===== src/rtl/mul_div_unit_pkg.sv =====
// mul_div_unit_pkg
// Shared types and constants for the iterative multiply/divide unit.
//   MulDivOper    : operation select (MulU, MulS, DivU, DivS)
//   MulDivState   : controller state encoding
//   StrcInMulDiv  : control-side request bundle (start/oper/flush)
//   StrcOutMulDiv : control-side response bundle (busy/done/flags)
//   FLAG_*        : bit positions of N/V/Z/C, shared with the ALU flag slot
// Optional feature macro used by the files that import this package:
//   CPU_MULDIV_DIV_EN - when defined the divide datapath is built.
package mul_div_unit_pkg;

    localparam int CPU_WORD_WIDTH = 32;

    // Iteration counter must hold 0 .. WIDTH-1 with a spare bit.
    localparam int MD_CNT_W = $clog2(CPU_WORD_WIDTH) + 1;

    localparam int FLAG_N = 3;
    localparam int FLAG_V = 2;
    localparam int FLAG_Z = 1;
    localparam int FLAG_C = 0;

    typedef enum logic [1:0] {
        MulU = 2'd0,
        MulS = 2'd1,
        DivU = 2'd2,
        DivS = 2'd3
    } MulDivOper;

    typedef enum logic [1:0] {
        MdIdle = 2'd0,
        MdRun  = 2'd1,
        MdFix  = 2'd2,
        MdDone = 2'd3
    } MulDivState;

    typedef struct packed {
        logic      start;
        MulDivOper oper;
        logic      flush;
    } StrcInMulDiv;

    typedef struct packed {
        logic       busy;
        logic       done;
        logic [3:0] flags;
    } StrcOutMulDiv;

    function automatic int md_cnt_width(input int width);
        return $clog2(width) + 1;
    endfunction

endpackage


===== src/rtl/mul_div_step.sv =====
// mul_div_step
// Combinational single-iteration datapath of the multiply/divide unit.
// Multiply: shift-add on {hi, lo}, multiplier bits consumed from lo[0].
// Divide  : restoring shift-subtract; hi is the partial remainder, lo the
//           dividend shifting out at the top and quotient shifting in.
// Ports:
//   is_div  in  1      select divide step (present only with CPU_MULDIV_DIV_EN)
//   hi      in  WIDTH  product high half / partial remainder
//   lo      in  WIDTH  multiplier+product low half / dividend+quotient
//   opnd    in  WIDTH  multiplicand magnitude / divisor magnitude
//   hi_next out WIDTH  next hi
//   lo_next out WIDTH  next lo
// Macro: CPU_MULDIV_DIV_EN builds the divide path; otherwise multiply only.
module mul_div_step #(
    parameter int WIDTH = 32
) (
`ifdef CPU_MULDIV_DIV_EN
    input  logic             is_div,
`endif
    input  logic [WIDTH-1:0] hi,
    input  logic [WIDTH-1:0] lo,
    input  logic [WIDTH-1:0] opnd,
    output logic [WIDTH-1:0] hi_next,
    output logic [WIDTH-1:0] lo_next
);

    logic [WIDTH:0] sum;
    logic [WIDTH-1:0] mul_hi;
    logic [WIDTH-1:0] mul_lo;

    // The carry out of the add becomes the new top bit after the right shift.
    always_comb begin
        sum    = {1'b0, hi} + (lo[0] ? {1'b0, opnd} : {(WIDTH+1){1'b0}});
        mul_hi = sum[WIDTH:1];
        mul_lo = {sum[0], lo[WIDTH-1:1]};
    end

`ifdef CPU_MULDIV_DIV_EN
    logic [WIDTH:0] shifted;
    logic [WIDTH:0] diff;
    logic [WIDTH-1:0] div_hi;
    logic [WIDTH-1:0] div_lo;

    // The remainder stays below the divisor, so the shifted value fits in
    // WIDTH+1 bits and diff[WIDTH] is a clean borrow indicator.
    always_comb begin
        shifted = {hi, lo[WIDTH-1]};
        diff    = shifted - {1'b0, opnd};
        if (!diff[WIDTH]) begin
            div_hi = diff[WIDTH-1:0];
            div_lo = {lo[WIDTH-2:0], 1'b1};
        end else begin
            div_hi = shifted[WIDTH-1:0];
            div_lo = {lo[WIDTH-2:0], 1'b0};
        end
    end

    always_comb begin
        hi_next = is_div ? div_hi : mul_hi;
        lo_next = is_div ? div_lo : mul_lo;
    end
`else
    always_comb begin
        hi_next = mul_hi;
        lo_next = mul_lo;
    end
`endif

endmodule


===== src/rtl/mul_div_unit.sv =====
// mul_div_unit
// Iterative multiply/divide unit, one bit per cycle, one operation in flight.
// Operands are reduced to magnitudes at start; signs are restored in FIX.
//
// state  | meaning
// -------+-------------------------------------------------------------
// MdIdle | waiting for start
// MdRun  | WIDTH shift-add / shift-subtract iterations
// MdFix  | sign correction, special cases, flag generation
// MdDone | one-cycle done pulse; start here chains the next operation
//
// Ports:
//   clk     in  1      clock, rising edge
//   rst_n   in  1      asynchronous active-low reset
//   start   in  1      request, sampled in IDLE/DONE
//   oper    in  2      MulU / MulS / DivU / DivS
//   a       in  WIDTH  multiplicand / dividend
//   b       in  WIDTH  multiplier / divisor
//   flush   in  1      abandon current operation (beats start)
//   busy    out 1      high in RUN and FIX
//   done    out 1      high in DONE
//   out_lo  out WIDTH  product low half / quotient
//   out_hi  out WIDTH  product high half / remainder
//   flags   out 4      {N, V, Z, C}
// Macro: CPU_MULDIV_DIV_EN enables the divide datapath. Without it, divide
// operations pass IDLE -> FIX -> DONE and report zero results with V set.
module mul_div_unit
    import mul_div_unit_pkg::*;
#(
    parameter int WIDTH = CPU_WORD_WIDTH
) (
    input  logic             clk,
    input  logic             rst_n,
    input  logic             start,
    input  logic [1:0]       oper,
    input  logic [WIDTH-1:0] a,
    input  logic [WIDTH-1:0] b,
    input  logic             flush,
    output logic             busy,
    output logic             done,
    output logic [WIDTH-1:0] out_lo,
    output logic [WIDTH-1:0] out_hi,
    output logic [3:0]       flags
);

    localparam int CNT_W = md_cnt_width(WIDTH);
    localparam logic [CNT_W-1:0] LAST_STEP = CNT_W'(WIDTH - 1);
    localparam logic [WIDTH-1:0] MOST_NEG  = {1'b1, {(WIDTH-1){1'b0}}};

    StrcInMulDiv  ctrl_in;
    StrcOutMulDiv ctrl_out;

    MulDivState state_q, state_d;
    MulDivOper  op_q;

    logic [WIDTH-1:0] hi_q, lo_q, opnd_q;
    logic             sign_a_q, sign_b_q;
    logic [CNT_W-1:0] count_q;
    logic [WIDTH-1:0] out_lo_q, out_hi_q;
    logic [3:0]       flags_q;

    logic             accept;
    logic             in_signed;
    logic             in_sign_a, in_sign_b;
    logic [WIDTH-1:0] step_hi, step_lo;

    logic [WIDTH-1:0] fix_lo, fix_hi;
    logic [3:0]       fix_flags;
    logic [2*WIDTH-1:0] prod_mag, prod_res;

    assign ctrl_in.start = start;
    assign ctrl_in.oper  = MulDivOper'(oper);
    assign ctrl_in.flush = flush;

    assign accept    = ctrl_in.start && !ctrl_in.flush &&
                       (state_q == MdIdle || state_q == MdDone);
    assign in_signed = (ctrl_in.oper == MulS) || (ctrl_in.oper == DivS);
    assign in_sign_a = in_signed && a[WIDTH-1];
    assign in_sign_b = in_signed && b[WIDTH-1];

`ifdef CPU_MULDIV_DIV_EN
    logic [WIDTH-1:0] a_q;
    logic             div_zero_q, div_ovf_q;
`endif

    mul_div_step #(.WIDTH(WIDTH)) u_step (
`ifdef CPU_MULDIV_DIV_EN
        .is_div  (op_q[1]),
`endif
        .hi      (hi_q),
        .lo      (lo_q),
        .opnd    (opnd_q),
        .hi_next (step_hi),
        .lo_next (step_lo)
    );

    // ---------------------------------------------------------------- FSM
    always_ff @(posedge clk or negedge rst_n) begin
        if (!rst_n) state_q <= MdIdle;
        else        state_q <= state_d;
    end

    always_comb begin
        state_d = state_q;
        if (ctrl_in.flush) begin
            state_d = MdIdle;
        end else begin
            case (state_q)
                MdIdle, MdDone: begin
                    if (ctrl_in.start) begin
`ifdef CPU_MULDIV_DIV_EN
                        state_d = MdRun;
`else
                        state_d = ctrl_in.oper[1] ? MdFix : MdRun;
`endif
                    end else begin
                        state_d = MdIdle;
                    end
                end
                MdRun:   if (count_q == LAST_STEP) state_d = MdFix;
                MdFix:   state_d = MdDone;
                default: state_d = MdIdle;
            endcase
        end
    end

    // ----------------------------------------------------------- datapath
    always_ff @(posedge clk or negedge rst_n) begin
        if (!rst_n) begin
            op_q     <= MulU;
            hi_q     <= '0;
            lo_q     <= '0;
            opnd_q   <= '0;
            sign_a_q <= 1'b0;
            sign_b_q <= 1'b0;
            count_q  <= '0;
        end else if (accept) begin
            op_q     <= ctrl_in.oper;
            hi_q     <= '0;
            lo_q     <= in_sign_a ? (WIDTH'(0) - a) : a;
            opnd_q   <= in_sign_b ? (WIDTH'(0) - b) : b;
            sign_a_q <= in_sign_a;
            sign_b_q <= in_sign_b;
            count_q  <= '0;
        end else if (state_q == MdRun && !ctrl_in.flush) begin
            hi_q    <= step_hi;
            lo_q    <= step_lo;
            count_q <= count_q + CNT_W'(1);
        end
    end

`ifdef CPU_MULDIV_DIV_EN
    // Special-case inputs are captured raw; the magnitude in lo_q is
    // consumed by the iterations and cannot be used to rebuild a.
    always_ff @(posedge clk or negedge rst_n) begin
        if (!rst_n) begin
            a_q        <= '0;
            div_zero_q <= 1'b0;
            div_ovf_q  <= 1'b0;
        end else if (accept) begin
            a_q        <= a;
            div_zero_q <= (b == '0);
            div_ovf_q  <= (ctrl_in.oper == DivS) && (a == MOST_NEG) && (b == '1);
        end
    end
`endif

    // ----------------------------------------------------------- FIX stage
    always_comb begin
        fix_lo    = '0;
        fix_hi    = '0;
        fix_flags = '0;
        prod_mag  = {hi_q, lo_q};
        prod_res  = (sign_a_q ^ sign_b_q) ? ((2*WIDTH)'(0) - prod_mag) : prod_mag;
        if (!op_q[1]) begin
            fix_lo            = prod_res[WIDTH-1:0];
            fix_hi            = prod_res[2*WIDTH-1:WIDTH];
            fix_flags[FLAG_C] = (op_q == MulU) && (fix_hi != '0);
            fix_flags[FLAG_V] = (op_q == MulS) && (fix_hi != {WIDTH{fix_lo[WIDTH-1]}});
            fix_flags[FLAG_N] = fix_lo[WIDTH-1];
            fix_flags[FLAG_Z] = (fix_lo == '0);
        end else begin
`ifdef CPU_MULDIV_DIV_EN
            // Quotient sign follows the operand signs, remainder follows a.
            fix_lo = (sign_a_q ^ sign_b_q) ? (WIDTH'(0) - lo_q) : lo_q;
            fix_hi = sign_a_q ? (WIDTH'(0) - hi_q) : hi_q;
            if (div_zero_q) begin
                fix_lo            = '1;
                fix_hi            = a_q;
                fix_flags[FLAG_C] = 1'b1;
            end else if (div_ovf_q) begin
                fix_lo            = a_q;
                fix_hi            = '0;
                fix_flags[FLAG_V] = 1'b1;
            end
            fix_flags[FLAG_N] = fix_lo[WIDTH-1];
            fix_flags[FLAG_Z] = (fix_lo == '0);
`else
            fix_flags[FLAG_V] = 1'b1;
`endif
        end
    end

    always_ff @(posedge clk or negedge rst_n) begin
        if (!rst_n) begin
            out_lo_q <= '0;
            out_hi_q <= '0;
            flags_q  <= '0;
        end else if (state_q == MdFix && !ctrl_in.flush) begin
            out_lo_q <= fix_lo;
            out_hi_q <= fix_hi;
            flags_q  <= fix_flags;
        end
    end

    // ------------------------------------------------------------ outputs
    assign ctrl_out.busy  = (state_q == MdRun) || (state_q == MdFix);
    assign ctrl_out.done  = (state_q == MdDone);
    assign ctrl_out.flags = flags_q;

    assign busy   = ctrl_out.busy;
    assign done   = ctrl_out.done;
    assign flags  = ctrl_out.flags;
    assign out_lo = out_lo_q;
    assign out_hi = out_hi_q;

endmodule


===== config.mk =====
export PLATFORM = sky130hd
export DESIGN_NAME = mul_div_unit
export DESIGN_NICKNAME = d
export VERILOG_FILES = /design/src/rtl/mul_div_unit_pkg.sv /design/src/rtl/mul_div_step.sv /design/src/rtl/mul_div_unit.sv
export SDC_FILE = /design/constraint.sdc
export NUM_CORES = 1
export LEC_CHECK = 0
export CAP_MARGIN = 10
export CORE_MARGIN = 2
export CORE_UTILIZATION = 55
export DETAILED_ROUTE_END_ITERATION = 10
export PLACE_DENSITY_LB_ADDON = 0.2
export REMOVE_ABC_BUFFERS = 1
export SLEW_MARGIN = 20
export SYNTH_ARGS = -nofsm -noshare
export SYNTH_HDL_FRONTEND = slang
export SYNTH_HIERARCHICAL = 1
export SYNTH_SLANG_ARGS = --single-unit

===== constraint.sdc =====
create_clock -name clk -period 9.8 [get_ports clk]
set_input_delay 0.98 -clock clk [delete_from_list [all_inputs] [get_ports clk]]
set_output_delay 0.98 -clock clk [all_outputs]
set_load 0.02 [all_outputs]

; After elaboration in Yosys (flattened, before gate mapping)
; Index checks and enable logic that the tools add are counted.
; Widths: inputs -> output; s select.
[word_totals]
out_inout_bits = 70
word_cells = 64
regBits = 176
input_bits = 70
[op_classes]
bitwise_logic = 1
n_reduce_logical = 18
n_addsub = 5
eq_ne = 9
muxes = 20
[op_table]
columns = cell, count
row1 = $mux 32, 9
row2 = $mux 64, 1
row3 = $sub 1x32->32 const A, 2
row4 = $sub 1x64->64 const A, 1
row5 = $add 32x33->33, 1
row6 = $logic_not 32->1, 1
row7 = $ne 32x32->1, 1
row8 = $reduce_bool 32->1, 1
row9 = $mux 6, 2
row10 = $mux 2, 5
row11 = $logic_and 1x1->1, 8
row12 = $add 6x1->6 const B, 1
row13 = $eq 2x1->1 const B, 3
row14 = $eq 2x2->1 const B, 3
row15 = $eq 6x5->1 const B, 1
row16 = $pmux 2 s3, 1
row17 = $logic_not 2->1, 2
row18 = $logic_or 1x1->1, 3
row19 = $ne 3x3->1 const B, 1
row20 = $mux 1, 2
row21 = $reduce_bool 2->1, 1
row22 = $reduce_or 2->1, 1
row23 = $logic_not 1->1, 1
row24 = $xor 1x1->1, 1

; Depth between registers and ports, before layout
; Gate-level depths: netlist (run 1).
[logic_depth]
ltp_word = 5
depth_mapped = 13
ltp_nobuf = 11

; Modules after synthesis
; The synthesis (run 1) kept the hierarchy.
[modules_own_cells]
columns = mod, area_each_um2, seq_area_each_um2, cells_per_inst, n_inst
row1 = mul_div_unit, 10317.4, 4379.2, 1206, 1
row2 = mul_div_step, 2428.6, 0.0, 353, 1

; Least setup slack after synthesis (run 1)
; Ideal clock, no wire load.
[synth_path]
path_type = flip-flop to flip-flop
start = register lo_q[0]
end = register flags_q[2] (netlist: flags[2])
t_arrival_ns = 3.286
setup_time_ns = 0.121
path_slack_ns = 6.392
path_buffers = 2
t_required_ns = 9.679
synth_period_minus_slack_ns = 3.408
stages_incl_launch_ff = 14
path_cell_list = dfrtp_1 -> inv_1 -> ha_1 -> clkbuf_1 -> or4b_1 -> nor4_2 -> and4_1 -> buf_2 -> a21oi_1 -> xnor2_1 -> or4_1 -> nor4_1 -> o21ai_0 -> o2bb2ai_1
[synth_between]
elab_chain_len = 5
[synth_rtl]
columns = element, line
row1 = "start, declared", mul_div_unit.sv:56  ; logic [WIDTH-1:0] hi_q, lo_q, opnd_q;
row2 = "start signal, assigned", mul_div_unit.sv:140  ; lo_q <= in_sign_a ? (WIDTH'(0) - a) : a;
row3 = "start signal, assigned", mul_div_unit.sv:147  ; lo_q <= step_lo;
row4 = $sub 1x64->64, mul_div_unit.sv:174  ; prod_res = (sign_a_q ^ sign_b_q) ? ((2*WIDTH)'(0) - prod_mag) : prod_mag;
row5 = $mux 64, mul_div_unit.sv:174
row6 = $ne 32x32->1, mul_div_unit.sv:179  ; fix_flags[FLAG_V] = (op_q == MulS) && (fix_hi != {WIDTH{fix_lo[WIDTH-1]}});
row7 = $logic_and 1x1->1, mul_div_unit.sv:179
row8 = $mux 1, mul_div_unit.sv:175  ; if (!op_q[1]) begin
row9 = "end signal, assigned", mul_div_unit.sv:212  ; flags_q <= fix_flags;
row10 = "end, declared", mul_div_unit.sv:60  ; logic [3:0] flags_q;
; Every way passes these cells.
; A chain may end at the register's enable or synchronous reset.

; Worst setup path in the final report (run 1)
[layout_path]
start = register lo_q[1]
end = register flags_q[2] (netlist: flags[2])
; Same word-level chain as after synthesis.

==> results of run 1 <==
cells in the final DEF, fill, tap and decap left out, types with 13 or more instances in the layout:
cell type,Yosys,final
a21o_1,16,16
a21oi_1,86,86
a22o_1,30,30
a31oi_1,49,49
a41oi_1,16,16
and2_1,42,42
buf_4,33,13
clkbuf_16,0,17
clkdlybuf4s50_1,0,138
dfrtp_1,175,175
ha_1,40,40
inv_1,27,27
nand2_1,239,239
nand3_1,22,22
nand4_1,20,20
nor2_1,122,120
nor3_1,44,44
nor4_1,30,29
o21ai_0,135,135
or3_1,16,16
xnor2_1,90,89
xor2_1,66,65
report_power, final:
group / internal (W) / switching (W) / total [W]
registers: 0.000958 / 0.000281 / 0.00124
clock network: 0.000346 / 0.000324 / 0.000670
logic: 0.000742 / 0.00102 / 0.00177
critical path: cells and delay by family, from the launching register on:
kind | cells | cell delay, ns
AO/OA/AOI/OAI | 3 | 0.44
XOR/XNOR | 1 | 0.19
adder cells (fa/ha/maj) | 1 | 0.40
buffers and inverters | 1 | 0.14
flip-flops | 1 | 0.48
AND/OR/NAND/NOR | 5 | 2.18
routing by layer:
metal  routed length (um)  GRT usage
met2                16500      0.480
met4                  595     0.0896
met5                    0          0
met3                 2270     0.0330
met1                15700      0.396
state kept, by name, summed over array words and instances (netlist names):
register,count
out_lo,32
sign_b_q,1
lo_q,32
count_q,6
op_q,2
flags,3
opnd_q,32
state_q,2
out_hi,32
hi_q,32
sign_a_q,1
cell families (layout without fill, tap and decap cells):
family / Yosys count / after routing
and+or+nand+nor: 612 / 612
AOI/OAI and AO/OA: 412 / 412
DFF: 175 / 175
xor gates and xnor gates: 157 / 157
buffers and inverters: 156 / 212
adders and majority gates: 41 / 41
muxes: 6 / 6
layout make-up:
type,count,area [um2]
clock buffer,18,439
clock inverter,14,145
fill,1965,8130
inverter,28,105
multi-input combinational,1228,7670
sequential,175,4380
tap,285,357
timing repair buffer,152,1490
through the flow:
stage	utilization	instance area, um2
after detailed placement	0.616	14000
after floorplan	-	12100
final	0.642	14600
after CTS	0.642	14600
after global placement	0.616	14000
after global routing	0.642	14600
worst paths after layout:
| check | end | slack [ns] | depth (start not counted) |
|---|---|---|---|
| setup / recovery | flags[2] | 5.85 | 11 |
| hold / removal | opnd_q[8] | 0.47 | 2 |
| setup reg to reg | flags[2] | 5.85 | 11 |
| hold reg to reg | opnd_q[8] | 0.47 | 2 |
| max in group asynchronous | hi_q[23] | 7.58 | 2 |
| min in group asynchronous | count_q[5] | 0.63 | 1 |
==> impl_metrics.tcl, run 1 <==
set metrics [dict create \
    status "complete, no violations" \
    synth_compound_area_frac 0.209 \
    nNetsFinal 1713 \
    synth_area_um2 12700 \
    hp-class "reg -> reg" \
    hold-worst-slack_ns 0.473 \
    gr-usage-all-layers 0.288 \
    diodes 0 \
    max-vdd-ir-drop_uv 114 \
    finalNonFillerCells 1900 \
    crit_type "reg -> reg" \
    cts_resized 0 \
    start_util 0.561 \
    setup_ws_ns 5.85 \
    grt_max_degree 100 \
    dp_cells 1868 \
    synth-simple-area-share 0.235 \
    finalHoldViolations 0 \
    yosys_most_used_dff "dfrtp_1" \
    power_density_nw_per_um2 252 \
    period_minus_slack_ns 3.95 \
    cp_max_fo 10 \
    max_freq_ghz 0.253 \
    ios 140 \
    critical_path.startpoint "lo_q[1]" \
    post-cts-setup-buffers 0 \
    p_leak_nw 6.15 \
    required_ns 10.11 \
    port-buffer-count 139 \
    startpoint_type "flip-flop" \
    yosysMostFrequentCell "nand2_1" \
    antenna_found_initial 0 \
    fp.dieW_um 156 \
    yosysUniqueCellTypes 85 \
    vias_per_cell 6.21 \
    wl_mm 35.0 \
    synthAdderAreaFrac 0.0408 \
    wire_per_inst_um 18.4 \
    cts_buffers 17 \
    cp_cell_sequence "inv_1 -> ha_1 -> or4b_1 -> nor4_2 -> and4_1 -> a21oi_1 -> xnor2_1 -> or4_1 -> nor4_1 -> o21ai_0 -> o2bb2ai_1" \
    drt-pass1-iter-count 6 \
    clkTransAtPathRegs_ns 0.08 \
    worstMarginPinSlew_ns 1.01 \
    cpPeakStageDelay_ns 0.54 \
    drive_gt1_frac 0.0545 \
    area_growth_pct 14.4 \
    avgSynthCellArea_um2 8.18 \
    finalSetupViolations 0 \
    overflow 0 \
    postRouteAntennaNets 0 \
    dieArea_um2 24400 \
    synth-edff-count 0 \
    endpoint_kind "flip-flop" \
    dp_slack_ns 5.62 \
    finalSetupTns_ns 0 \
    drc 0 \
    rsz0062_at_grt "false" \
    core_area_um2 22700 \
    slew_headroom 0.327 \
    crit_arrival_ns 4.27 \
    yosys-top-cells-count "nand2_1 (239), dfrtp_1 (175), o21ai_0 (135)" \
    slew_violations 0 \
    num_vias 11800 \
    r2r-start "lo_q[1]" \
    cts_sinks 175 \
    ys_seq_area_frac 0.344 \
    min_from "opnd_q[8]" \
    drtIter0Drc 1046 \
    fp-row-count 55 \
    clk_latency_ns 0.43 \
    synth_cells 1559 \
    grt_pass1_wl_mm 56.4 \
    cts_tree "done" \
    finalPower_w 0.00368 \
    synthArstFlopShare 1.00 \
    cap_violations 0 \
    ctsHoldBuffers 0 \
    crit_slowest_cell "or4b_1" \
    fp.dieH_um 156 \
    ys_warn_count 6 \
    cts_htree_levels 4 \
    synthTopCellsByArea "dfrtp_1 (34%), nand2_1 (7.0%), xnor2_1 (6.2%)" \
    fin_crit_sh 0.403 \
    fin_skew_ns 0.0119 \
    grt_pass1_vias 10900 \
    synth_xor_area_frac 0.108 \
    synth_top_family_by_area "simple AND/OR/NAND/NOR gates" \
    gp_congestion 0.923 \
    synth_top_area_frac 0.344 \
    cts_root_buffer "clkbuf_16" \
    synthMuxAreaShare 0.00491 \
    clk_path_buf_depth 2 \
    ys_ff_latch 175 \
    dp_hpwl_mm 25.6 \
    yosys.area.top_type "dfrtp_1" \
]
Note: power is estimated with default switching activity, not from simulation.
==> run 2: changes to the inputs <==
--- a/config.mk
+++ b/config.mk
@@ -7,7 +7,7 @@
 export LEC_CHECK = 0
 export CAP_MARGIN = 10
 export CORE_MARGIN = 2
-export CORE_UTILIZATION = 55
+export CORE_UTILIZATION = 52
 export DETAILED_ROUTE_END_ITERATION = 10
 export PLACE_DENSITY_LB_ADDON = 0.2
 export REMOVE_ABC_BUFFERS = 1
==> constraint.sdc (replaced) <==
create_clock -name clk -period 3.4 [get_ports clk]
set_input_delay 0.34 -clock clk [delete_from_list [all_inputs] [get_ports clk]]
set_output_delay 0.34 -clock clk [all_outputs]
set_load 0.02 [all_outputs]
==> run 2 against run 1 <==
Global-route usage increased by 0.21 points; sequential power increased to 2.6 times the previous value; register-to-register slack got worse by 5.7 ns; clock-buffer cell count unchanged; critical path type unchanged.
==> impl_metrics.tcl, run 2 (synthesized netlist as in run 1, its figures left out) <==
set metrics [dict create \
    status "complete, no violations" \
    grt_pass1_wl_mm 60.3 \
    worstMarginPinSlew_ns 1.03 \
    slew_violations 0 \
    overflow 0 \
    cts_root_buffer "clkbuf_16" \
    area_growth_pct 21.8 \
    cap_violations 0 \
    cts_sinks 175 \
    fp.dieH_um 161 \
    core_area_um2 24200 \
    grt_max_degree 75 \
    num_vias 12100 \
    crit_type "reg -> reg" \
    gp_congestion 0.930 \
    cts_buffers 17 \
    hp-class "reg -> reg" \
    dp_hpwl_mm 28.6 \
    dieArea_um2 25800 \
    nNetsFinal 1816 \
    gr-usage-all-layers 0.290 \
    ios 140 \
    utilization 0.642 \
    start_util 0.527 \
    final_cell_mix "nand2_1 (239), dfrtp_1 (175), clkdlybuf4s50_1 (138), o21ai_0 (135), nor2_1 (120)" \
    fp.dieW_um 161 \
    power_density_nw_per_um2 735 \
    vias_per_cell 5.95 \
    max_freq_ghz 0.308 \
    finalSetupViolations 0 \
    post-route-cell-area_um2 15500 \
    p_leak_nw 6.69 \
    antenna_found_initial 0 \
    fin_skew_ns 0.0122 \
    drt-pass1-iter-count 6 \
    period_minus_slack_ns 3.25 \
    mostFrequentLayoutCell "nand2_1" \
    fill_cells 2082 \
    clk_path_buf_depth 2 \
    cp_max_fo 37 \
    cpPeakStageDelay_ns 0.42 \
    clkTransAtPathRegs_ns 0.08 \
    startpoint_type "flip-flop" \
    required_ns 3.72 \
    crit_slowest_cell "fa_1" \
    place_area_um2 14900 \
    cts_tree "done" \
    drive_gt1_frac 0.114 \
    drtIter0Drc 840 \
    diodes 0 \
    fin_crit_sh 0.955 \
    port-buffer-count 139 \
    finalHoldViolations 0 \
    finalPower_w 0.0114 \
    fp-row-count 57 \
    cts_htree_levels 4 \
    slew_headroom 0.316 \
    wl_mm 37.3 \
    cp_cell_sequence "buf_12 -> and2_1 -> ha_1 -> fa_1 -> a211oi_2 -> o211ai_2 -> a2111oi_4 -> nor3b_2 -> or4_1 -> o311a_1 -> a22o_1" \
    drc 0 \
    crit_arrival_ns 3.57 \
    clk_latency_ns 0.44 \
    grt_pass1_vias 11600 \
    postRouteAntennaNets 0 \
    wire_per_inst_um 18.3 \
    endpoint_kind "flip-flop" \
    max-vdd-ir-drop_uv 391 \
]
run 2: cell types whose count changed in the layout (fill, tap and decap cells not counted), moves of 2 or more:
cell      previous run  this run
clkinv_4             5         3
or4b_1               2         0
nor3b_1              6         4
or4b_4               0         2
buf_4               13       110
nor3b_2              3         5
buf_12               0         5
run 2: final timing paths:
check	slack, ns	to	cells after the start	start
setup / recovery	0.15	hi_q[23]	11	lo_q[0]
hold / removal	0.47	opnd_q[29]	2	opnd_q[29]
setup reg to reg	0.15	hi_q[23]	11	lo_q[0]
hold reg to reg	0.47	opnd_q[29]	2	opnd_q[29]
max in group asynchronous	2.02	out_lo[8]	3	rst_n
min in group asynchronous	0.50	state_q[0]	2	rst_n
run 2: per-stage QoR:
step	setup slack (ns)	std cells	hold slack [ns]	setup TNS, ns
after floorplan	-0.619	1431	0.0444	-2.08
after global placement	0.0747	2009	0.413	0
after detailed placement	-0.0440	2009	0.419	-0.0440
after CTS	0.0383	2042	0.481	0
after global routing	-0.0119	2042	0.498	-0.0119
final	0.155	2042	0.474	0
run 2: power by group:
group          switching, W  total (W)  internal, W  leakage [nW]
clock network      0.000942    0.00201      0.00107         0.293
registers          0.000503    0.00327      0.00276          2.23
logic               0.00347    0.00613      0.00266          4.17
run 2: layout make-up:
cell class	count	area, um2	share of cell area
inverters	28	105	0.00677
flip-flops and latches	175	4380	0.282
well taps	324	405	0.0261
clock inverters	14	165	0.0106
repair buffers	255	2330	0.150
clock buffers	18	439	0.0283
multi-input cells	1228	7700	0.496
run 2: repair_timing:
| item | 4_1_cts | 5_1_grt |
|---|---|---|
| hold buffers | 1 | 0 |
| gates resized for setup | 2 | 7 |
| endpoints found under the setup margin | 2 | 4 |
| pin swaps | 0 | 3 |
| hold endpoints to repair | 72 | 0 |
| setup buffers | 0 | 0 |
run 2: layer usage:
metal | part of all wire | vias up | track usage
met3 | 0.065 | 62 | 0.0390
met2 | 0.48 | 481 | 0.495
li1 | - | 5843 | -
met4 | 0.022 | 0 | 0.0852
met1 | 0.44 | 5762 | 0.388
met5 | 0 | - | 0
run 2: critical path, delay by kind of cell, from the launching register on:
family | cells | cell delay, ns
AND/OR/NAND/NOR | 3 | 0.75
AO/OA/AOI/OAI | 5 | 1.16
buffers and inverters | 1 | 0.17
flip-flops | 1 | 0.40
adder cells (fa/ha/maj) | 2 | 0.64
